==> src/rtl/clk_div_cfg_if.sv <==
// Ratio-request port of the clock divider controller: valid/ready handshake plus
// a one-cycle error pulse for rejected ratios.
interface clk_div_cfg_if #(
    parameter int DIV_W = 8
);
    logic             cfg_valid;
    logic [DIV_W-1:0] cfg_div;
    logic             cfg_ready;
    logic             cfg_err;

    modport master (output cfg_valid, cfg_div, input cfg_ready, cfg_err);
    modport slave  (input cfg_valid, cfg_div, output cfg_ready, cfg_err);
endinterface

==> src/rtl/clk_div_cfg_ctrl.sv <==
// Controller for a runtime-programmable clock divider: buffers one ratio request and
// applies it only at a period boundary by pulsing the divider's sync reset.
//
// state  | meaning
// IDLE   | divider parked in reset; pending ratio loads immediately
// RUN    | divider running; phase counts 0..div_val-1
// SWITCH | one-cycle reset pulse between periods; pending ratio loads here
module clk_div_cfg_ctrl #(
    parameter int DIV_W       = 8,
    parameter int DEFAULT_DIV = 7,
    parameter int MIN_DIV     = 2
) (
    input  logic             clk,
    input  logic             reset,
    input  logic             en,
    clk_div_cfg_if.slave     cfg,
    output logic [DIV_W-1:0] div_val,
    output logic             div_rst,
    output logic [DIV_W-1:0] phase,
    output logic             tick,
    output logic             busy
);

    typedef enum logic [1:0] {
        ST_IDLE   = 2'd0,
        ST_RUN    = 2'd1,
        ST_SWITCH = 2'd2
    } state_t;

    state_t           state, state_n;
    logic [DIV_W-1:0] div_val_n;
    logic [DIV_W-1:0] phase_n;
    logic [DIV_W-1:0] pend_div, pend_div_n;
    logic             pend_vld, pend_vld_n;
    logic             err_q, err_n;
    logic             div_rst_n;
    logic             tick_n;
    logic             accept;
    logic [DIV_W-1:0] div_last;

    assign div_last      = div_val - DIV_W'(1);
    assign cfg.cfg_ready = ~pend_vld;
    assign cfg.cfg_err   = err_q;
    assign busy          = pend_vld | ((state == ST_RUN) & ~en);

    always_comb begin
        state_n    = state;
        div_val_n  = div_val;
        phase_n    = phase;
        pend_div_n = pend_div;
        pend_vld_n = pend_vld;
        accept     = cfg.cfg_valid & ~pend_vld;
        err_n      = accept & (cfg.cfg_div < DIV_W'(MIN_DIV));

        unique case (state)
            ST_IDLE: begin
                phase_n = '0;
                if (pend_vld) begin
                    div_val_n  = pend_div;
                    pend_vld_n = 1'b0;
                end
                if (en) state_n = ST_RUN;
            end
            ST_RUN: begin
                // Decision uses registered pend_vld, so a request landing on the
                // boundary edge waits for the next boundary.
                if (phase == div_last) begin
                    phase_n = '0;
                    if (pend_vld | ~en) state_n = ST_SWITCH;
                end else begin
                    phase_n = phase + DIV_W'(1);
                end
            end
            ST_SWITCH: begin
                phase_n = '0;
                if (pend_vld) begin
                    div_val_n  = pend_div;
                    pend_vld_n = 1'b0;
                end
                state_n = en ? ST_RUN : ST_IDLE;
            end
            default: begin
                state_n = ST_IDLE;
                phase_n = '0;
            end
        endcase

        // accept implies the buffer was empty, so this never collides with a load
        if (accept & ~err_n) begin
            pend_div_n = cfg.cfg_div;
            pend_vld_n = 1'b1;
        end

        div_rst_n = (state_n != ST_RUN);
        tick_n    = (state_n == ST_RUN) & (phase_n == '0);
    end

    always_ff @(posedge clk) begin
        if (reset) begin
            state    <= ST_IDLE;
            div_val  <= DIV_W'(DEFAULT_DIV);
            phase    <= '0;
            pend_div <= '0;
            pend_vld <= 1'b0;
            err_q    <= 1'b0;
            div_rst  <= 1'b1;
            tick     <= 1'b0;
        end else begin
            state    <= state_n;
            div_val  <= div_val_n;
            phase    <= phase_n;
            pend_div <= pend_div_n;
            pend_vld <= pend_vld_n;
            err_q    <= err_n;
            div_rst  <= div_rst_n;
            tick     <= tick_n;
        end
    end

endmodule

==> src/flat_wrapper.sv <==
// flat-port wrapper written by rule: the top's interface ports become plain ports
module clk_div_cfg_ctrl_flat 
#(
    parameter int DIV_W       = 8,
    parameter int DEFAULT_DIV = 7,
    parameter int MIN_DIV     = 2
)
  (clk, reset, en, div_val, div_rst, phase, tick, busy, cfg_cfg_valid, cfg_cfg_div, cfg_cfg_ready, cfg_cfg_err);
  clk_div_cfg_if #(.DIV_W(DIV_W)) cfg_i ();
  input  logic clk;
  input  logic reset;
  input  logic en;
  output logic [DIV_W-1:0] div_val;
  output logic div_rst;
  output logic [DIV_W-1:0] phase;
  output logic tick;
  output logic busy;
  input wire logic [$bits(cfg_i.cfg_valid)-1:0] cfg_cfg_valid;
  input wire logic [$bits(cfg_i.cfg_div)-1:0] cfg_cfg_div;
  output wire logic [$bits(cfg_i.cfg_ready)-1:0] cfg_cfg_ready;
  output wire logic [$bits(cfg_i.cfg_err)-1:0] cfg_cfg_err;
  assign cfg_i.cfg_valid = cfg_cfg_valid;
  assign cfg_i.cfg_div = cfg_cfg_div;
  assign cfg_cfg_ready = cfg_i.cfg_ready;
  assign cfg_cfg_err = cfg_i.cfg_err;
  clk_div_cfg_ctrl #(.DIV_W(DIV_W), .DEFAULT_DIV(DEFAULT_DIV), .MIN_DIV(MIN_DIV)) u_core (.clk(clk), .reset(reset), .en(en), .cfg(cfg_i), .div_val(div_val), .div_rst(div_rst), .phase(phase), .tick(tick), .busy(busy));
endmodule
==> config.mk <==
export PLATFORM = sky130hd
export DESIGN_NAME = clk_div_cfg_ctrl_flat
export DESIGN_NICKNAME = d
export VERILOG_FILES = /design/src/rtl/clk_div_cfg_if.sv /design/src/rtl/clk_div_cfg_ctrl.sv /design/src/flat_wrapper.sv
export SDC_FILE = /design/constraint.sdc
export NUM_CORES = 1
export LEC_CHECK = 0
export ABC_AREA = 1
export CORE_ASPECT_RATIO = 1.4
export CORE_UTILIZATION = 30
export DETAILED_ROUTE_END_ITERATION = 6
export PLACE_DENSITY = 0.61
export SLEW_MARGIN = 15
export SYNTH_ARGS = -nofsm -noshare
export SYNTH_HDL_FRONTEND = slang
export SYNTH_SLANG_ARGS = --single-unit
==> constraint.sdc <==
create_clock -name clk -period 2.04 [get_ports clk]
set_input_delay 0.408 -clock clk [delete_from_list [all_inputs] [get_ports clk]]
set_output_delay 0.408 -clock clk [all_outputs]
set_load 0.01 [all_outputs]
==> flow_summary.yaml, run 1 <==
run_status:
  status: "finished, final reports clean"
hold_path:
  min_from: "u_core.pend_vld$_SDFFE_PP0P_"
  min_path_cells: 2
  hold_class: "reg2reg"
  holdPathEnd: "u_core.pend_vld$_SDFFE_PP0P_"
synthesis:
  ys_warn_count: 0
  syn_inst: 215
  syn_nets: 229
  synth.distinct_cells: 27
  syn_avg_cell_area_um2: 6.902
  seq_area_frac_synth_pct: 40.47
  ys_async_sr_fraction_pct: 0
  synth_seq_cells: 30
  netlist_area_mm2: 0.001484
  synth-edff-count: 0
  ys.flop_type: "dfxtp_1"
flow_run:
  maxCapViolations: 0
place:
  gp_congestion: 0.8567
  port_buffers: 32
  placed_cell_area_mm2: 0.001897
  dp_hpwl_um: 2626
  place_ws_ns: 0.05547
critical_path:
  r2r-end: "u_core.tick$_SDFF_PP0_"
  crit_path_max_fanout: 7
  crit_path_cell_trace: "inv_1 > nor2_1 > inv_1 > o21ai_0 > dlygate4sd2_1"
  cp_common_cell: "inv_1"
  crit_type: "reg2out"
  reg2reg_slack_ns: 0.24
  r2r_start: "u_core.div_val[0]$_SDFFE_PP1P_"
  critPathArrivalTime_ns: 1.43
  critPathSlowestCell: "dfxtp_1"
  start_kind: "flop"
  reg2reg_depth: 15
  critPathBufInv: 3
  crit_path_max_incr_delay_ns: 0.36
  cp_top_family: "buffers and inverters"
  cp-end-kind: "output port"
  critical_path_required_ns: 1.63
clocking:
  cts-hold-fix-buffers: 0
  cts.root.buffer_cell: "clkbuf_8"
  cts_tree: "yes"
  numCtsBuffers: 5
  numClockSinks: 30
  cts-htree-levels: 2
  path_clk_slew_ns: 0.06
  clk_path_buf_depth: 2
  insertion_delay_ns: 0.28
detailed_routing:
  viasPerCell: 4.560
  ant_nets: 0
  wirelength_um: 3362
  drtIter0Drc: 17
  wl_per_cell_um: 10.57
  drt_first_pass_iters: 4
  drc_errors: 0
  vias: 1450
power_and_ir_drop:
  powerDensity_mw_per_mm2: 729.7
  p_leak_nw: 0.8603
  power.total_mw: 1.467
  peakVddDrop_v: 0.0003380
sta:
  rsz0062_at_grt: "no"
  finalHoldViolCount: 0
  setup_viol_count_final: 0
  finalMaxSlewViolations: 0
  timing.final.ws_setup_ns: 0.2039
  fmax_mhz: 544.6
  period_minus_slack_ns: 1.836
  finClkSkew_ns: 0.003236
  max-slew-margin-rel_pct: 62.76
  worstMarginPinSlew_ns: 0.5566
  setup-tns-final_ns: 0
  fin_crit_sh_pct: 90.00
grt:
  grt-ovfl-total: 0
  antenna_found_initial: 0
  grt_max_degree: 18
  grtUsageTotal_pct: 14.71
  grt_pass1_wl_um: 5678
  grt_pass1_vias: 1289
final_layout:
  stdcell_area_mm2: 0.002011
  area_delta_synth_final_pct: 35.50
  antenna_cells: 0
  final_cell_mix: "nor2_1, nand2_1, clkdlybuf4s50_1"
  drive_above_1_share_pct: 10.55
  final_nets: 269
  final_common_cell: "nor2_1"
  nFillCells: 530
  finalCoreUtilization_pct: 43.29
floorplan:
  coreArea_mm2: 0.004644
  chipHeight_um: 85.22
  ios: 33
  initial_core_util_pct: 31.95
  dieWidth_um: 61.44
  dieArea_mm2: 0.005236
  rows: 29
==> cells in the mapped netlist (2+ instances only) <==
library cell,n,share of area (%)
nand2_1,47,12
ha_1,2,1.7
inv_2,3,0.76
nor2_2,2,0.84
inv_1,20,5.1
nor3_1,2,0.67
clkbuf_1,2,0.51
nand3_1,10,3.4
o211ai_1,4,2.0
dfxtp_1,30,40
nand2_2,3,1.3
o21ai_1,4,1.3
o21ai_0,17,5.7
nor2_1,47,12
a21oi_1,3,1.0
xnor2_1,4,2.4
xor2_1,5,3.0
==> worst max path at each step <==
stage	end	slack, ns	cells past startpoint	start
detailed placement	busy	0.06	3	en
global placement	busy	0.1	3	en
finish	busy	0.20	5	u_core.state[0]$_SDFF_PP0_
CTS	busy	0.18	5	u_core.state[0]$_SDFF_PP0_
floorplan	u_core.tick$_SDFF_PP0_	0.32	14	u_core.div_val[0]$_SDFFE_PP1P_
global route	u_core.tick$_SDFF_PP0_	0.01	14	u_core.div_val[0]$_SDFFE_PP1P_
==> worst min-delay path, stage by stage (launching register included) <==
cell and delay [ns]:
dfxtp_1 0.31, nand2_1 0.05, a21oi_1 0.06
==> metal layers <==
metal | GRT usage, % | share of wire, % | up-vias
li1 | - | - | 759
met1 | 16.38 | 42 | 641
met2 | 24.41 | 50 | 40
met3 | 4.421 | 4.8 | 10
met4 | 7.677 | 3.2 | 0
met5 | 0 | 0 | -
==> power by group <==
part	internal (mW)	switching [mW]	total, mW
Combinational	0.118	0.139	0.257
Clock	0.340	0.217	0.557
Sequential	0.624	0.0293	0.654
==> cells by family after synthesis <==
kind of cell	share of synthesized area (%)
AO/OA/AOI/OAI	10.71
buffers and inverters	6.576
XOR/XNOR	5.312
AND/OR/NAND/NOR	35.25
adder cells (fa/ha/maj)	1.686
flip-flops	40.47
==> timing repair <==
item	CTS	global route
resized for setup	1	3
setup buffers	0	0
endpoints found under the setup margin	1	1
endpoints found under the hold margin	0	0
pin swaps	0	2
==> metrics by stage <==
stage,hold slack (ns),cells
4_1_cts,0.4635,318
3_3_place_gp,0.4447,310
3_5_place_dp,0.4539,310
6_report,0.4629,318
5_1_grt,0.4779,318
2_1_floorplan,0.4363,215
==> final cells by class <==
cell class | count | area [um^2] | area share [%]
Clock buffer | 8 | 110.1 | 5.476
Inverter | 24 | 90.09 | 4.480
Multi-Input combinational cell | 159 | 788.3 | 39.20
Sequential cell | 30 | 603.1 | 29.99
Tap cell | 62 | 77.57 | 3.858
Timing Repair Buffer | 35 | 341.6 | 16.99
==> registers in the layout (all words and copies together) (netlist names) <==
name                cells
u_core.div_val          8
u_core.pend_div         8
u_core.phase            8
u_core.state            2
u_core.cfg.cfg_err      1
u_core.div_rst          1
u_core.pend_vld         1
u_core.tick             1
Power figures use the tool's default switching activity.
==> inputs of run 2 (changes only) <==
clock period = 2.35 ns   (was 2.04 ns; I/O delays follow)
==> run 2 against run 1 <==
Net effect: final area shrank 1.5%; setup slack worse by 0.028 ns; non-clock buffer count down 1; critical path depth did not move; clock power fell by 24%; clock skew rose by 0.0017 ns; first-iteration DRC count rose by 18%; die area unchanged; sequential cell count stayed put; via count down 1.7%; global-route usage decreased by 0.62 points; largest power group unchanged.
==> flow_summary.yaml, run 2 (synthesis gave the netlist of run 1 again) <==
run_status:
  status: "finished, final reports clean"
final_layout:
  final_cell_mix: "nor2_1, nand2_1, clkdlybuf4s50_1"
  antenna_cells: 0
  fin_cells: 317
  final_nets: 268
  reg_top3: "u_core.div_val: 8 flops, u_core.pend_div: 8 flops, u_core.phase: 8 flops"
  drive_above_1_share_pct: 8.627
  area_delta_synth_final_pct: 33.47
  stdcell_area_mm2: 0.001981
  finalCoreUtilization_pct: 42.65
critical_path:
  critical_path_required_ns: 1.88
  cp_common_cell: "inv_1"
  start_kind: "flop"
  critPathBufInv: 3
  critPathSlowestCell: "clkdlybuf4s50_1"
  crit_path_max_fanout: 7
  cp_top_family: "buffers and inverters"
  crit_path_max_incr_delay_ns: 0.56
  crit_type: "reg2out"
  cp-end-kind: "output port"
  critPathArrivalTime_ns: 1.70
  crit_path_cell_trace: "inv_1 > nor2_1 > inv_1 > o21ai_0 > clkdlybuf4s50_1"
floorplan:
  ios: 33
  chipHeight_um: 85.22
  dieWidth_um: 61.44
  dieArea_mm2: 0.005236
  rows: 29
  initial_core_util_pct: 31.95
  coreArea_mm2: 0.004644
detailed_routing:
  ant_nets: 0
  viasPerCell: 4.498
  wl_per_cell_um: 10.45
  drc_errors: 0
  drt_first_pass_iters: 4
  vias: 1426
  wirelength_um: 3313
  drtIter0Drc: 20
clocking:
  numCtsBuffers: 5
  cts_tree: "yes"
  postCtsSetupRepairBufs: 0
  cts-htree-levels: 2
  insertion_delay_ns: 0.28
  path_clk_slew_ns: 0.06
  cts-hold-fix-buffers: 0
  numClockSinks: 30
  cts.root.buffer_cell: "clkbuf_8"
  cts_resized: 0
  clk_path_buf_depth: 2
sta:
  hold_ws_ns: 0.4745
  max-slew-margin-rel_pct: 67.13
  fmax_mhz: 459.9
  finClkSkew_ns: 0.004983
  rsz0062_at_grt: "no"
  fin_crit_sh_pct: 92.53
  setup_viol_count_final: 0
  finalMaxSlewViolations: 0
  worstMarginPinSlew_ns: 0.4925
  finalHoldViolCount: 0
  setup-tns-final_ns: 0
  period_minus_slack_ns: 2.175
  timing.final.ws_setup_ns: 0.1754
place:
  placed_cell_area_mm2: 0.001889
  dp_cells: 309
  port_buffers: 32
  place_ws_ns: 0.2537
  gp_congestion: 0.8002
  dp_hpwl_um: 2572
power_and_ir_drop:
  powerDensity_mw_per_mm2: 610.5
  peakVddDrop_v: 0.0003496
  power.total_mw: 1.209
  p_leak_nw: 0.8461
grt:
  grt_max_degree: 19
  grtUsageTotal_pct: 14.10
  grt_pass1_vias: 1266
  antenna_found_initial: 0
  grt-ovfl-total: 0
  grt_pass1_wl_um: 5451
flow_run:
  maxCapViolations: 0
hold_path:
  hold_class: "reg2reg"
-- run 2: layout make-up --
| class | count | area [um^2] |
|---|---|---|
| Clock inverter | 1 | 5.005 |
| Multi-Input combinational cell | 159 | 785.8 |
| Timing Repair Buffer | 34 | 335.3 |
| Fill cell | 517 | 2664 |
| Inverter | 24 | 90.09 |
| Tap cell | 62 | 77.57 |
| Clock buffer | 7 | 86.33 |
| Sequential cell | 30 | 600.6 |
-- run 2: worst register-to-register path, cell delays in order (launching register included) --
cell     delay (ns)
dfxtp_1        0.37
inv_2          0.09
ha_1           0.31
inv_1          0.06
nand2_1        0.04
nand2_1        0.06
nand2_1        0.04
nor2_1         0.10
nand3_1        0.12
nor2_4         0.18
nand3_1        0.12
nand2_1        0.07
nand2_1        0.08
nand2_1        0.09
nor2_2         0.03
-- run 2: path summary, 6_finish.rpt --
check | startpoint | end | slack [ns] | cells after the start
setup / recovery | u_core.state[0]$_SDFF_PP0_ | busy | 0.18 | 5
hold / removal | u_core.pend_vld$_SDFFE_PP0P_ | u_core.pend_vld$_SDFFE_PP0P_ | 0.47 | 2
setup reg to reg | u_core.div_val[0]$_SDFFE_PP1P_ | u_core.tick$_SDFF_PP0_ | 0.50 | 14
hold reg to reg | u_core.pend_vld$_SDFFE_PP0P_ | u_core.pend_vld$_SDFFE_PP0P_ | 0.47 | 2
-- run 2: power by group --
part / total (mW) / internal (mW) / switching (mW) / leakage, nW
combinational: 0.222 / 0.101 / 0.121 / 0.552
clock: 0.421 / 0.236 / 0.186 / 0.0482
sequential: 0.566 / 0.541 / 0.0249 / 0.246
total: 1.21 / 0.878 / 0.331 / 0.846
-- run 2: routing by layer --
layer  GRT usage (%)  vias to the layer above  wire, um
met5               0                        -         0
met4           6.667                        0        72
met3           3.963                        6       167
met2           23.32                       39      1666
met1           16.24                      625      1406
li1                -                      756         -
==> inputs of run 3 (changes only) <==
GPL_TIMING_DRIVEN = 0   (was default)
SETUP_SLACK_MARGIN = 0.15   (was default)
TNS_END_PERCENT = 20   (was default)
==> run 3 against run 2 <==
Net effect: worst hold slack worse by 0.018 ns; total power fell by 4.1%; via count decreased by 1.4%; register-to-register slack about the same; core utilization is 0.73 points lower; final cell count decreased by 0.63%; critical path depth unchanged; global-route usage up 0.52 points; routed wire length barely moved; clock skew is essentially flat; die area unchanged; fmax increased by 14%; critical path type unchanged.
==> flow_summary.yaml, run 3 (synthesis gave the netlist of run 1 again) <==
run_status:
  status: "finished, final reports clean"
final_layout:
  reg_top3: "u_core.div_val: 8 flops, u_core.pend_div: 8 flops, u_core.phase: 8 flops"
  stdcell_area_mm2: 0.001947
  drive_above_1_share_pct: 7.115
  fin_cells: 315
  final_nets: 267
  antenna_cells: 0
  final_cell_mix: "nor2_1, nand2_1, clkdlybuf4s50_1, dfxtp_1, inv_1"
  area_delta_synth_final_pct: 31.20
sta:
  max-slew-margin-rel_pct: 63.00
  finClkSkew_ns: 0.005298
  fin_crit_sh_pct: 81.23
  setup-tns-final_ns: 0
  finalHoldViolCount: 0
  finalMaxSlewViolations: 0
  fmax_mhz: 523.8
  rsz0062_at_grt: "no"
  worstMarginPinSlew_ns: 0.5530
  period_minus_slack_ns: 1.909
  timing.final.ws_setup_ns: 0.4410
  setup_viol_count_final: 0
detailed_routing:
  viasPerCell: 4.463
  wl_per_cell_um: 10.51
  drc_errors: 0
  drtIter0Drc: 11
  ant_nets: 0
  drt_first_pass_iters: 4
  wirelength_um: 3312
  vias: 1406
clocking:
  cts.root.buffer_cell: "clkbuf_8"
  clk_path_buf_depth: 2
  cts-hold-fix-buffers: 0
  numCtsBuffers: 5
  cts-htree-levels: 2
  numClockSinks: 30
  cts_tree: "yes"
  insertion_delay_ns: 0.28
  path_clk_slew_ns: 0.06
critical_path:
  start_kind: "flop"
  crit_start: "u_core.state[0]$_SDFF_PP0_"
  crit_type: "reg2out"
  cp-end-kind: "output port"
  critical_path_required_ns: 1.88
  r2r_start: "u_core.div_val[0]$_SDFFE_PP1P_"
  crit_path_max_fanout: 7
  reg2reg_slack_ns: 0.50
  critPathArrivalTime_ns: 1.44
grt:
  grtUsageTotal_pct: 14.61
  grt_pass1_vias: 1348
  use_met2_pct: 23.91
  grt_pass1_wl_um: 5713
  grt_max_degree: 11
  grt-ovfl-total: 0
  antenna_found_initial: 0
  top_usage_layer: "met2"
  grtUsageMet3_pct: 3.201
  gr-usage-met1_pct: 16.82
floorplan:
  chipHeight_um: 85.22
  coreArea_mm2: 0.004644
  dieArea_mm2: 0.005236
  rows: 29
  ios: 33
  dieWidth_um: 61.44
  initial_core_util_pct: 31.95
place:
  placed_cell_area_mm2: 0.001872
  dp_hpwl_um: 2607
  gp_congestion: 0.8058
  place_ws_ns: 0.2250
  dp_cells: 308
  port_buffers: 31
hold_path:
  min_from: "u_core.pend_vld$_SDFFE_PP0P_"
  hold_class: "reg2reg"
flow_run:
  maxCapViolations: 0
power_and_ir_drop:
  p_leak_nw: 0.8271
  powerDensity_mw_per_mm2: 595.8
  peakVddDrop_v: 0.0003091
[run 3: cell types whose count changed in the layout (fill, tap and decap cells not counted), sizes merged]
| cell | delta |
|---|---|
| clkinv | -1 |
| buf | -2 |
| clkbuf | +2 |
| clkdlybuf4s50 | -2 |
| dlygate4sd2 | +1 |
[run 3: per-layer routing]
| layer | up-vias | part of all wire [%] |
|---|---|---|
| li1 | 752 | - |
| met1 | 611 | 44 |
| met2 | 35 | 49 |
| met3 | 8 | 3.7 |
| met4 | 0 | 3.1 |
| met5 | - | 0 |
[run 3: critical path: stages, from the launching register on]
cell,delay [ns]
dfxtp_1,0.35
inv_1,0.07
nor2_1,0.12
inv_1,0.15
o21ai_0,0.19
dlygate4sd2_1,0.29
[run 3: area by class of cell]
| cell class | instances | area [um^2] |
|---|---|---|
| Sequential cell | 30 | 600.6 |
| Timing Repair Buffer | 31 | 309.0 |
| Multi-Input combinational cell | 159 | 785.8 |
| Fill cell | 533 | 2698 |
| Tap cell | 62 | 77.57 |
| Inverter | 24 | 90.09 |
| Buffer | 2 | 7.507 |
| Clock buffer | 7 | 76.32 |
[run 3: worst paths after layout]
kind	end	cells past startpoint
setup / recovery	busy	5
hold / removal	u_core.pend_vld$_SDFFE_PP0P_	2
setup reg to reg	u_core.tick$_SDFF_PP0_	14
hold reg to reg	u_core.pend_vld$_SDFFE_PP0P_	2
[run 3: where the power goes]
group	total, mW	internal [mW]	switching, mW
logic	0.215	0.0958	0.120
clock network	0.377	0.203	0.174
registers	0.568	0.542	0.0259
total	1.16	0.841	0.319
[run 3: repair_timing]
action | in CTS | in global routing
endpoints found under the setup margin | 1 | 0
buffers inserted | 0 | 0
gates resized for setup | 1 | 0
[run 3: metrics by stage]
step,hold WS [ns],utilization [%],power (mW)
6_report,0.4560,41.92,1.160
4_1_cts,0.4579,41.92,1.174
3_5_place_dp,0.4499,40.30,0.7970
2_1_floorplan,0.4363,-,0.7067
3_3_place_gp,0.4446,40.30,0.7949
5_1_grt,0.4713,41.92,1.220
